==> src/rtl/core_pkg.sv <==
// Shared opcode encodings, control-bundle type and multiplier FSM states for
// the 16-bit core's decode/issue stage.
package core_pkg;

  localparam logic [6:0] OP_ADD  = 7'b0000000;
  localparam logic [6:0] OP_SUB  = 7'b0000001;
  localparam logic [6:0] OP_MOV  = 7'b0000010;
  localparam logic [6:0] OP_XSR  = 7'b0000011;
  localparam logic [6:0] OP_LCG  = 7'b0000100;
  localparam logic [6:0] OP_LDR  = 7'b0000101;
  localparam logic [6:0] OP_STR  = 7'b0000110;
  localparam logic [6:0] OP_BIT  = 7'b0000111;
  localparam logic [5:0] OP_ADDI = 6'b000100;
  localparam logic [5:0] OP_SUBI = 6'b000101;
  localparam logic [2:0] OP_LDA  = 3'b010;

  localparam logic [1:0] CC_ZERO  = 2'b00;
  localparam logic [1:0] CC_ONE   = 2'b01;
  localparam logic [1:0] CC_RSMSB = 2'b10;
  localparam logic [1:0] CC_CARRY = 2'b11;

  typedef struct packed {
    logic invert;
    logic carry_en;
    logic carry_in;
    logic addload;
    logic aluread;
    logic addmov;
    logic xsr_sel;
    logic bit_sel;
    logic reg_imm;
    logic reg_offset;
  } issue_ctl_t;

  typedef enum logic {
    ST_IDLE,
    ST_MUL
  } mul_state_e;

  function automatic issue_ctl_t decode_ctl(input logic [15:0] instr,
                                            input logic       rs_msb,
                                            input logic       carry_status);
    logic [6:0] op;
    logic add, sub, mov, xsr, lcg, ldr, str, bitop, addi, subi, lda, known;
    logic cin;
    issue_ctl_t c;
    op    = instr[15:9];
    add   = (op == OP_ADD);
    sub   = (op == OP_SUB);
    mov   = (op == OP_MOV);
    xsr   = (op == OP_XSR);
    lcg   = (op == OP_LCG);
    ldr   = (op == OP_LDR);
    str   = (op == OP_STR);
    bitop = (op == OP_BIT);
    addi  = (op[6:1] == OP_ADDI);
    subi  = (op[6:1] == OP_SUBI);
    lda   = (op[6:4] == OP_LDA);
    known = add | sub | mov | xsr | lcg | ldr | str | bitop | addi | subi | lda;
    case (instr[8:7])
      CC_ZERO:  cin = 1'b0;
      CC_ONE:   cin = 1'b1;
      CC_RSMSB: cin = rs_msb;
      default:  cin = carry_status;
    endcase
    if (ldr | str)       cin = 1'b0;
    else if (subi | lcg) cin = 1'b1;
    c            = '0;
    c.invert     = sub | subi | lcg;
    c.carry_en   = instr[6] & (add | sub | mov | xsr | addi | subi);
    c.carry_in   = known & cin;
    c.addload    = add | sub | mov | xsr | bitop | addi | subi | lcg;
    // Unrecognised opcodes must decode to an all-zero bundle, so aluread is gated.
    c.aluread    = known & ~(c.addload | ldr | str);
    c.addmov     = mov;
    c.xsr_sel    = xsr;
    c.bit_sel    = bitop;
    c.reg_imm    = addi | subi | ldr | str | lcg;
    c.reg_offset = ldr | str;
    return c;
  endfunction

endpackage

==> src/rtl/decode_issue_stage_if.sv <==
// Fetch-side handshake plus issued control bundle of the decode/issue stage.
interface decode_issue_stage_if #(
  parameter int DW  = 16,
  parameter int RAW = 3
);
  logic           instr_valid;
  logic [15:0]    instr;
  logic [RAW-1:0] rd;
  logic [RAW-1:0] rs;
  logic           carry_status;
  logic           rs_msb;
  logic           instr_ready;
  logic           ctl_valid;
  logic           invert, carry_en, carry_in, addload, aluread;
  logic           addmov, xsr_sel, bit_sel, reg_imm, reg_offset;
  logic [DW-1:0]  imm;
  logic [RAW-1:0] rd_q;
  logic [RAW-1:0] rs_q;
  logic           rd_from_ram, rs_from_ram;
  logic           mul_start, mul_last, mul_busy, mul_loop, mul_msb, mul_gp5;

  modport master (
    output instr_valid, instr, rd, rs, carry_status, rs_msb,
    input  instr_ready, ctl_valid, invert, carry_en, carry_in, addload, aluread,
           addmov, xsr_sel, bit_sel, reg_imm, reg_offset, imm, rd_q, rs_q,
           rd_from_ram, rs_from_ram,
           mul_start, mul_last, mul_busy, mul_loop, mul_msb, mul_gp5
  );

  modport slave (
    input  instr_valid, instr, rd, rs, carry_status, rs_msb,
    output instr_ready, ctl_valid, invert, carry_en, carry_in, addload, aluread,
           addmov, xsr_sel, bit_sel, reg_imm, reg_offset, imm, rd_q, rs_q,
           rd_from_ram, rs_from_ram,
           mul_start, mul_last, mul_busy, mul_loop, mul_msb, mul_gp5
  );
endinterface

==> src/rtl/load_scoreboard.sv <==
// In-flight load tracker: LOAD_LAT-deep shift register of {valid, reg}; entry 0
// is the youngest, entry LOAD_LAT-1 the oldest (its data is on the RAM port).
module load_scoreboard #(
  parameter int LOAD_LAT = 1,
  parameter int RAW      = 3
) (
  input  logic           clk,
  input  logic           rst_n,
  input  logic           push_i,
  input  logic [RAW-1:0] push_reg_i,
  input  logic [RAW-1:0] rd_i,
  input  logic [RAW-1:0] rs_i,
  output logic           match_oldest_rd,
  output logic           match_oldest_rs,
  output logic           match_young
);

  logic [LOAD_LAT-1:0] vld_q;
  logic [RAW-1:0]      reg_q [LOAD_LAT];

  always_ff @(posedge clk or negedge rst_n) begin
    if (!rst_n) begin
      vld_q <= '0;
      for (int unsigned i = 0; i < LOAD_LAT; i++) reg_q[i] <= '0;
    end else begin
      vld_q[0] <= push_i;
      reg_q[0] <= push_i ? push_reg_i : '0;
      for (int unsigned i = 1; i < LOAD_LAT; i++) begin
        vld_q[i] <= vld_q[i-1];
        reg_q[i] <= reg_q[i-1];
      end
    end
  end

  assign match_oldest_rd = vld_q[LOAD_LAT-1] & (reg_q[LOAD_LAT-1] == rd_i);
  assign match_oldest_rs = vld_q[LOAD_LAT-1] & (reg_q[LOAD_LAT-1] == rs_i);

  always_comb begin
    match_young = 1'b0;
    for (int unsigned i = 0; i + 1 < LOAD_LAT; i++) begin
      if (vld_q[i] && ((reg_q[i] == rd_i) || (reg_q[i] == rs_i))) match_young = 1'b1;
    end
  end

endmodule

==> src/rtl/decode_issue_stage.sv <==
// Registered decode/issue stage: control bundle, load interlock and LCG
// multiplier sequencing. Define DECODE_LOAD_FWD_EN to forward from RAM.
module decode_issue_stage
  import core_pkg::*;
#(
  parameter int DW         = 16,
  parameter int RAW        = 3,
  parameter int LOAD_LAT   = 1,
  parameter int MUL_CYCLES = 16
) (
  input  logic              clk,
  input  logic              rst_n,
  decode_issue_stage_if.slave bus
);

  localparam int CW = (MUL_CYCLES > 1) ? $clog2(MUL_CYCLES) : 1;

  mul_state_e     state_q, state_d;
  logic [CW-1:0]  cnt_q, cnt_d;
  logic           gp5_q, gp5_d, loop_q, loop_d, msb_q, msb_d, start_q, start_d;
  logic           valid_q, valid_d;
  issue_ctl_t     ctl_q, ctl_d, dec;
  logic [DW-1:0]  imm_q, imm_d, imm_dec;
  logic [RAW-1:0] rdr_q, rdr_d, rsr_q, rsr_d;
  logic           rdf_q, rdf_d, rsf_q, rsf_d;
  logic           m_old_rd, m_old_rs, m_young, hazard, ready, accept;
  logic           is_lcg, is_load;
  logic [6:0]     op;
  logic           unused_bits;

  assign op          = bus.instr[15:9];
  assign unused_bits = ^bus.instr[2:0];
  assign dec         = decode_ctl(bus.instr, bus.rs_msb, bus.carry_status);
  assign is_lcg      = (op == OP_LCG);
  assign is_load     = (op == OP_LDR) || (op[6:4] == OP_LDA);

  load_scoreboard #(
    .LOAD_LAT (LOAD_LAT),
    .RAW      (RAW)
  ) u_sb (
    .clk             (clk),
    .rst_n           (rst_n),
    .push_i          (accept & is_load),
    .push_reg_i      (bus.rd),
    .rd_i            (bus.rd),
    .rs_i            (bus.rs),
    .match_oldest_rd (m_old_rd),
    .match_oldest_rs (m_old_rs),
    .match_young     (m_young)
  );

`ifdef DECODE_LOAD_FWD_EN
  assign hazard = m_young;
`else
  assign hazard = m_young | m_old_rd | m_old_rs;
`endif

  assign ready  = (state_q == ST_IDLE) & ~hazard;
  assign accept = bus.instr_valid & ready;

  always_comb begin
    imm_dec = '0;
    if (op[6:1] == OP_ADDI || op[6:1] == OP_SUBI) imm_dec = DW'(bus.instr[9:3]);
    else if (op == OP_LDR || op == OP_STR)        imm_dec = DW'(bus.instr[8:6]);
    else if (op == OP_LCG)                        imm_dec = DW'(1);
  end

  always_comb begin
    valid_d = 1'b0;
    ctl_d   = '0;
    imm_d   = '0;
    rdr_d   = '0;
    rsr_d   = '0;
    rdf_d   = 1'b0;
    rsf_d   = 1'b0;
    start_d = 1'b0;
    state_d = state_q;
    cnt_d   = cnt_q;
    gp5_d   = gp5_q;
    loop_d  = loop_q;
    msb_d   = msb_q;
    if (accept) begin
      valid_d = 1'b1;
      ctl_d   = dec;
      imm_d   = imm_dec;
      rdr_d   = bus.rd;
      rsr_d   = bus.rs;
`ifdef DECODE_LOAD_FWD_EN
      rdf_d   = m_old_rd;
      rsf_d   = m_old_rs;
`endif
    end
    case (state_q)
      ST_IDLE: begin
        if (accept && is_lcg) begin
          state_d = ST_MUL;
          cnt_d   = CW'(MUL_CYCLES - 1);
          start_d = 1'b1;
          gp5_d   = ~bus.instr[8];
          loop_d  = bus.instr[7];
          msb_d   = bus.instr[6];
        end
      end
      ST_MUL: begin
        if (cnt_q == '0) begin
          state_d = ST_IDLE;
          gp5_d   = 1'b0;
          loop_d  = 1'b0;
          msb_d   = 1'b0;
        end else begin
          cnt_d = cnt_q - CW'(1);
        end
      end
      default: state_d = ST_IDLE;
    endcase
  end

  always_ff @(posedge clk or negedge rst_n) begin
    if (!rst_n) begin
      state_q <= ST_IDLE;
      cnt_q   <= '0;
      gp5_q   <= 1'b0;
      loop_q  <= 1'b0;
      msb_q   <= 1'b0;
      start_q <= 1'b0;
      valid_q <= 1'b0;
      ctl_q   <= '0;
      imm_q   <= '0;
      rdr_q   <= '0;
      rsr_q   <= '0;
      rdf_q   <= 1'b0;
      rsf_q   <= 1'b0;
    end else begin
      state_q <= state_d;
      cnt_q   <= cnt_d;
      gp5_q   <= gp5_d;
      loop_q  <= loop_d;
      msb_q   <= msb_d;
      start_q <= start_d;
      valid_q <= valid_d;
      ctl_q   <= ctl_d;
      imm_q   <= imm_d;
      rdr_q   <= rdr_d;
      rsr_q   <= rsr_d;
      rdf_q   <= rdf_d;
      rsf_q   <= rsf_d;
    end
  end

  assign bus.instr_ready = ready;
  assign bus.ctl_valid   = valid_q;
  assign bus.invert      = ctl_q.invert;
  assign bus.carry_en    = ctl_q.carry_en;
  assign bus.carry_in    = ctl_q.carry_in;
  assign bus.addload     = ctl_q.addload;
  assign bus.aluread     = ctl_q.aluread;
  assign bus.addmov      = ctl_q.addmov;
  assign bus.xsr_sel     = ctl_q.xsr_sel;
  assign bus.bit_sel     = ctl_q.bit_sel;
  assign bus.reg_imm     = ctl_q.reg_imm;
  assign bus.reg_offset  = ctl_q.reg_offset;
  assign bus.imm         = imm_q;
  assign bus.rd_q        = rdr_q;
  assign bus.rs_q        = rsr_q;
  assign bus.rd_from_ram = rdf_q;
  assign bus.rs_from_ram = rsf_q;
  assign bus.mul_start   = start_q;
  assign bus.mul_busy    = (state_q == ST_MUL);
  assign bus.mul_last    = (state_q == ST_MUL) && (cnt_q == '0);
  assign bus.mul_gp5     = gp5_q;
  assign bus.mul_loop    = loop_q;
  assign bus.mul_msb     = msb_q;

endmodule

==> src/flat_wrapper.sv <==
// flat-port wrapper written by rule: the top's interface ports become plain ports
module decode_issue_stage_flat import core_pkg::*;
#(
  parameter int DW         = 16,
  parameter int RAW        = 3,
  parameter int LOAD_LAT   = 1,
  parameter int MUL_CYCLES = 16
)
  (clk, rst_n, bus_instr_valid, bus_instr, bus_rd, bus_rs, bus_carry_status, bus_rs_msb, bus_instr_ready, bus_ctl_valid, bus_invert, bus_carry_en, bus_carry_in, bus_addload, bus_aluread, bus_addmov, bus_xsr_sel, bus_bit_sel, bus_reg_imm, bus_reg_offset, bus_imm, bus_rd_q, bus_rs_q, bus_rd_from_ram, bus_rs_from_ram, bus_mul_start, bus_mul_last, bus_mul_busy, bus_mul_loop, bus_mul_msb, bus_mul_gp5);
  decode_issue_stage_if #(.DW(DW), .RAW(RAW)) bus_i ();
  input  logic clk;
  input  logic rst_n;
  input wire logic [$bits(bus_i.instr_valid)-1:0] bus_instr_valid;
  input wire logic [$bits(bus_i.instr)-1:0] bus_instr;
  input wire logic [$bits(bus_i.rd)-1:0] bus_rd;
  input wire logic [$bits(bus_i.rs)-1:0] bus_rs;
  input wire logic [$bits(bus_i.carry_status)-1:0] bus_carry_status;
  input wire logic [$bits(bus_i.rs_msb)-1:0] bus_rs_msb;
  output wire logic [$bits(bus_i.instr_ready)-1:0] bus_instr_ready;
  output wire logic [$bits(bus_i.ctl_valid)-1:0] bus_ctl_valid;
  output wire logic [$bits(bus_i.invert)-1:0] bus_invert;
  output wire logic [$bits(bus_i.carry_en)-1:0] bus_carry_en;
  output wire logic [$bits(bus_i.carry_in)-1:0] bus_carry_in;
  output wire logic [$bits(bus_i.addload)-1:0] bus_addload;
  output wire logic [$bits(bus_i.aluread)-1:0] bus_aluread;
  output wire logic [$bits(bus_i.addmov)-1:0] bus_addmov;
  output wire logic [$bits(bus_i.xsr_sel)-1:0] bus_xsr_sel;
  output wire logic [$bits(bus_i.bit_sel)-1:0] bus_bit_sel;
  output wire logic [$bits(bus_i.reg_imm)-1:0] bus_reg_imm;
  output wire logic [$bits(bus_i.reg_offset)-1:0] bus_reg_offset;
  output wire logic [$bits(bus_i.imm)-1:0] bus_imm;
  output wire logic [$bits(bus_i.rd_q)-1:0] bus_rd_q;
  output wire logic [$bits(bus_i.rs_q)-1:0] bus_rs_q;
  output wire logic [$bits(bus_i.rd_from_ram)-1:0] bus_rd_from_ram;
  output wire logic [$bits(bus_i.rs_from_ram)-1:0] bus_rs_from_ram;
  output wire logic [$bits(bus_i.mul_start)-1:0] bus_mul_start;
  output wire logic [$bits(bus_i.mul_last)-1:0] bus_mul_last;
  output wire logic [$bits(bus_i.mul_busy)-1:0] bus_mul_busy;
  output wire logic [$bits(bus_i.mul_loop)-1:0] bus_mul_loop;
  output wire logic [$bits(bus_i.mul_msb)-1:0] bus_mul_msb;
  output wire logic [$bits(bus_i.mul_gp5)-1:0] bus_mul_gp5;
  assign bus_i.instr_valid = bus_instr_valid;
  assign bus_i.instr = bus_instr;
  assign bus_i.rd = bus_rd;
  assign bus_i.rs = bus_rs;
  assign bus_i.carry_status = bus_carry_status;
  assign bus_i.rs_msb = bus_rs_msb;
  assign bus_instr_ready = bus_i.instr_ready;
  assign bus_ctl_valid = bus_i.ctl_valid;
  assign bus_invert = bus_i.invert;
  assign bus_carry_en = bus_i.carry_en;
  assign bus_carry_in = bus_i.carry_in;
  assign bus_addload = bus_i.addload;
  assign bus_aluread = bus_i.aluread;
  assign bus_addmov = bus_i.addmov;
  assign bus_xsr_sel = bus_i.xsr_sel;
  assign bus_bit_sel = bus_i.bit_sel;
  assign bus_reg_imm = bus_i.reg_imm;
  assign bus_reg_offset = bus_i.reg_offset;
  assign bus_imm = bus_i.imm;
  assign bus_rd_q = bus_i.rd_q;
  assign bus_rs_q = bus_i.rs_q;
  assign bus_rd_from_ram = bus_i.rd_from_ram;
  assign bus_rs_from_ram = bus_i.rs_from_ram;
  assign bus_mul_start = bus_i.mul_start;
  assign bus_mul_last = bus_i.mul_last;
  assign bus_mul_busy = bus_i.mul_busy;
  assign bus_mul_loop = bus_i.mul_loop;
  assign bus_mul_msb = bus_i.mul_msb;
  assign bus_mul_gp5 = bus_i.mul_gp5;
  decode_issue_stage #(.DW(DW), .RAW(RAW), .LOAD_LAT(LOAD_LAT), .MUL_CYCLES(MUL_CYCLES)) u_core (.clk(clk), .rst_n(rst_n), .bus(bus_i));
endmodule
==> config.mk <==
export PLATFORM = sky130hd
export DESIGN_NAME = decode_issue_stage_flat
export DESIGN_NICKNAME = d
export VERILOG_FILES = /design/src/rtl/core_pkg.sv /design/src/rtl/decode_issue_stage_if.sv /design/src/rtl/load_scoreboard.sv /design/src/rtl/decode_issue_stage.sv /design/src/flat_wrapper.sv
export SDC_FILE = /design/constraint.sdc
export NUM_CORES = 1
export LEC_CHECK = 0
export ABC_AREA = 1
export BUFFER_PORTS_ARGS = -buffer_cell sky130_fd_sc_hd__buf_2
export CORE_AREA = 5 5 67 84
export DETAILED_ROUTE_END_ITERATION = 12
export DIE_AREA = 0 0 72 89
export PLACE_DENSITY = 0.78
export RECOVER_POWER = 25
export REMOVE_ABC_BUFFERS = 1
export SYNTH_ARGS = -nofsm -noshare
export SYNTH_HDL_FRONTEND = slang
export SYNTH_HIERARCHICAL = 1
export SYNTH_SLANG_ARGS = --single-unit
==> constraint.sdc <==
create_clock -name clk -period 2.21 [get_ports clk]
set_clock_uncertainty 0.05 [all_clocks]
set_input_delay 0.221 -clock clk [delete_from_list [all_inputs] [get_ports clk]]
set_output_delay 0.221 -clock clk [all_outputs]
set_load 0.01 [all_outputs]
==> out/metrics.yaml <==
routed_wirelength_mm: 4.08
synthTopCellsByArea: "dfrtp_1, nand2_1, inv_1, nor2_1, buf_4"
horizontal_die_dimension_um: 72
timing.critical_path.slowest_cell_delay_ns: 0.39
postLayoutCellArea_um2: 2200
critPathArrivalTime_ns: 1.83
detail_route.iter0.violations: 153
wire_length_on_met1_mm: 1.61
synth_area_per_cell_um2: 7.77
ys_seq_area_share_pct: 50.5
pre_repair_dr_iteration_count: 4
area_growth_pct: 20.0
dr_top_layer: "met4"
post_dp_cell_area_um2: 2120
design.portCount: 69
min_period_over_period_pct: 76.9
placement.io_buffers: 54
dieArea_um2: 6410
initial_utilization_pct: 39.1
relSlewSlack_pct: 47.5
reg2reg_setup_slack_ns: 0.51
compound_gate_portion_of_the_synthesized_area_pct: 3.07
min-delay-path-class: "input pin to flop"
clock_insertion_delay_worst_skew_ns: 0.29
period_needed_ns: 1.70
post-synth-top-count-cell: "nand2_1"
peakVddDrop_v: 0.000198
synthesis_warning_total: 6
synth.area.mux_share_pct: 0
status: "finished clean"
netlist_instances: 236
root_buffer: "clkbuf_8"
synth_simple_gate_area_share_pct: 30.8
cts_repair_resize_count: 0
routed_via_density: 4.51
ys_seq_elements: 37
fin_hold_ws_ns: 0.103
synth_edf_count: 0
worstPathMaxFanout: 11
post-route-worst-setup-slack_ns: 0.511
final_layout_setup_total_negative_slack_ns: 0
clock_tree_from_tritoncts: "done"
met2RoutedLength_mm: 2.11
yosys.area_share.xor_xnor_pct: 0
grt_start_max_net_pins: 38
synth.lib_cells_used.distinct: 22
number_of_antenna_violations_at_the_first_check_in_global_routing: 0
drc_errors: 0
fmax_mhz: 589
post_synth_most_frequent_cells: "nand2_1, inv_1, dfrtp_1, nor2_1, nand3_1"
power_leakage_nw: 1.26
timing.final.max_slew_violations: 0
cts_num_sinks: 37
antenna-diode-count: 0
drive_above_1_share_pct: 18.2
timing.critical_path.from: "u_core/u_sb/reg_q[2]"
grt_setup_unrepaired: "no"
route.antenna.remaining_nets: 0
fp.dieH_um: 89
placement.setup.worst_slack_ns: 0.520
overall_fraction_of_global_route_tracks_in_use_pct: 13.3
routabilityCongestion: 0.813
postSynth.asyncResetShare_pct: 100
ys.flop_type: "dfrtp_1"
worstSetupStartpointType: "flop"
hold_start: "bus_rs[2]"
adder_and_majority_cell_fraction_of_the_synthesized_area_pct: 0.682
power_density_nw_per_um2: 633
cts.repair_timing.setup_buffer_count: 0
timing.setup.critical_path_class: "flop to flop"
path_cells: "inv_1, nand2_1, nand2_1, nand2_1, nor2_1, nor2_1, nand2_1, nor2_2, buf_4, nand2_2, nand2_2, nand2_1, nand2_1"
dominant_combinational_cell_family_by_area_after_synthesis: "simple AND/OR/NAND/NOR gates"
netlist_area_um2: 1830
finish.net_count: 323
yosys.area.top_type_share_pct: 50.5
cp_data_required_time_ns: 2.34
crit_slowest_cell: "dfrtp_1"
core_area_um2: 4690
synth.largest_area_cell: "dfrtp_1"
r2r-start: "u_core/u_sb/reg_q[2]"
final_core_util_pct: 46.9
finalHoldViolCount: 0
met3RoutedLength_um: 290
grt_remaining_overflow: 0
worst_pin_slew_ns: 0.788
via_count_of_the_first_global_routing_pass: 1514
global_route_wire_length_before_repair_mm: 6.60
clk_path_buf_depth: 2
cts_htree_levels: 2
endpoint_kind: "flop"
post_drt_wl_per_cell_um: 11.5
max_cap_viols: 0
cpMostUsedCell: "nand2_1"
number_of_setup_violations_in_the_final_report: 0
clk_pin_slew_ns: 0.07
detailed_place_hpwl_mm: 3.10
cts-buffers-inserted: 5
routed_vias: 1606
row_count: 28
==> report_power, final <==
part	total [mW]	internal, mW	switching (mW)
sequential	0.707	0.696	0.0109
clock	0.514	0.282	0.232
combinational	0.172	0.0560	0.116
total	1.39	1.03	0.359
==> what timing repair did <==
action / 4_1_cts / 5_1_grt
setup endpoints to repair: 0 / 0
hold endpoints to repair: 37 / 0
hold buffers: 1 / 0
==> logic make-up (layout without fill, tap and decap cells) <==
group / after synthesis / in the layout
AOI/OAI and AO/OA: 11 / 11
adders and majority gates: 1 / 1
buffers and inverters: 58 / 108
DFF: 37 / 37
other: 2 / 12
and+or+nand+nor: 127 / 127
==> worst max-delay path, delay by kind of cell (launching register included) <==
kind,cells,cell delay [ns]
buffers and inverters,2,0.25
DFF,1,0.39
and+or+nand+nor,11,0.90
==> cell type report <==
cell class | instances | area, um^2
clock buffers | 7 | 96.3
flip-flops and latches | 37 | 926
inverters | 44 | 165
fillers | 497 | 2490
well taps | 60 | 75.1
repair buffers | 56 | 255
clock inverters | 1 | 5.00
multi-input cells | 151 | 678
==> layout by cell type, fill, tap and decap left out <==
cell / instances
a21oi_1: 5
inv_2: 4
dfrtp_1: 37
nand4_1: 2
ha_1: 1
nand3_2: 1
clkbuf_1: 26
buf_4: 1
a31oi_1: 1
nor3b_1: 1
clkinv_2: 1
dlygate4sd3_1: 1
buf_2: 28
nand2_2: 3
nor2_4: 1
clkbuf_8: 7
nand3_1: 19
nand2_1: 63
o21ai_1: 2
inv_1: 40
o21ai_0: 3
nor3_1: 2
nor2_2: 5
nor3_2: 3
nor2_1: 27
conb_1: 12
==> metal layers <==
layer  vias up  track usage, %
met1       744            14.6
met3         8            3.15
met4         0            6.67
li1        799               -
met5         -               0
met2        55            24.1
==> metrics by stage <==
step                cells  total power, mW
detailed placement    347            0.893
global route          356             1.46
floorplan             232            0.818
CTS                   356             1.41
global placement      347            0.888
finish                356             1.39
==> worst paths after layout <==
kind | end | cells after the start
setup / recovery | u_core/cnt_q[1] | 13
max in group asynchronous | u_core/bus.mul_start | 2
hold reg to reg | u_core/bus.mul_msb | 2
setup reg to reg | u_core/cnt_q[1] | 13
min in group asynchronous | u_core/bus.rd_q[2] | 2
hold / removal | u_core/bus.rs_q[2] | 3
==> registers in the layout, indices dropped and copies added, names as in the netlist, 3 cells and up <==
register	flops
u_core/bus.imm	7
u_core/cnt_q	4
u_core/bus.rd_q	3
u_core/bus.rs_q	3
u_core/u_sb/reg_q	3
(Power assumes the default switching activity.)
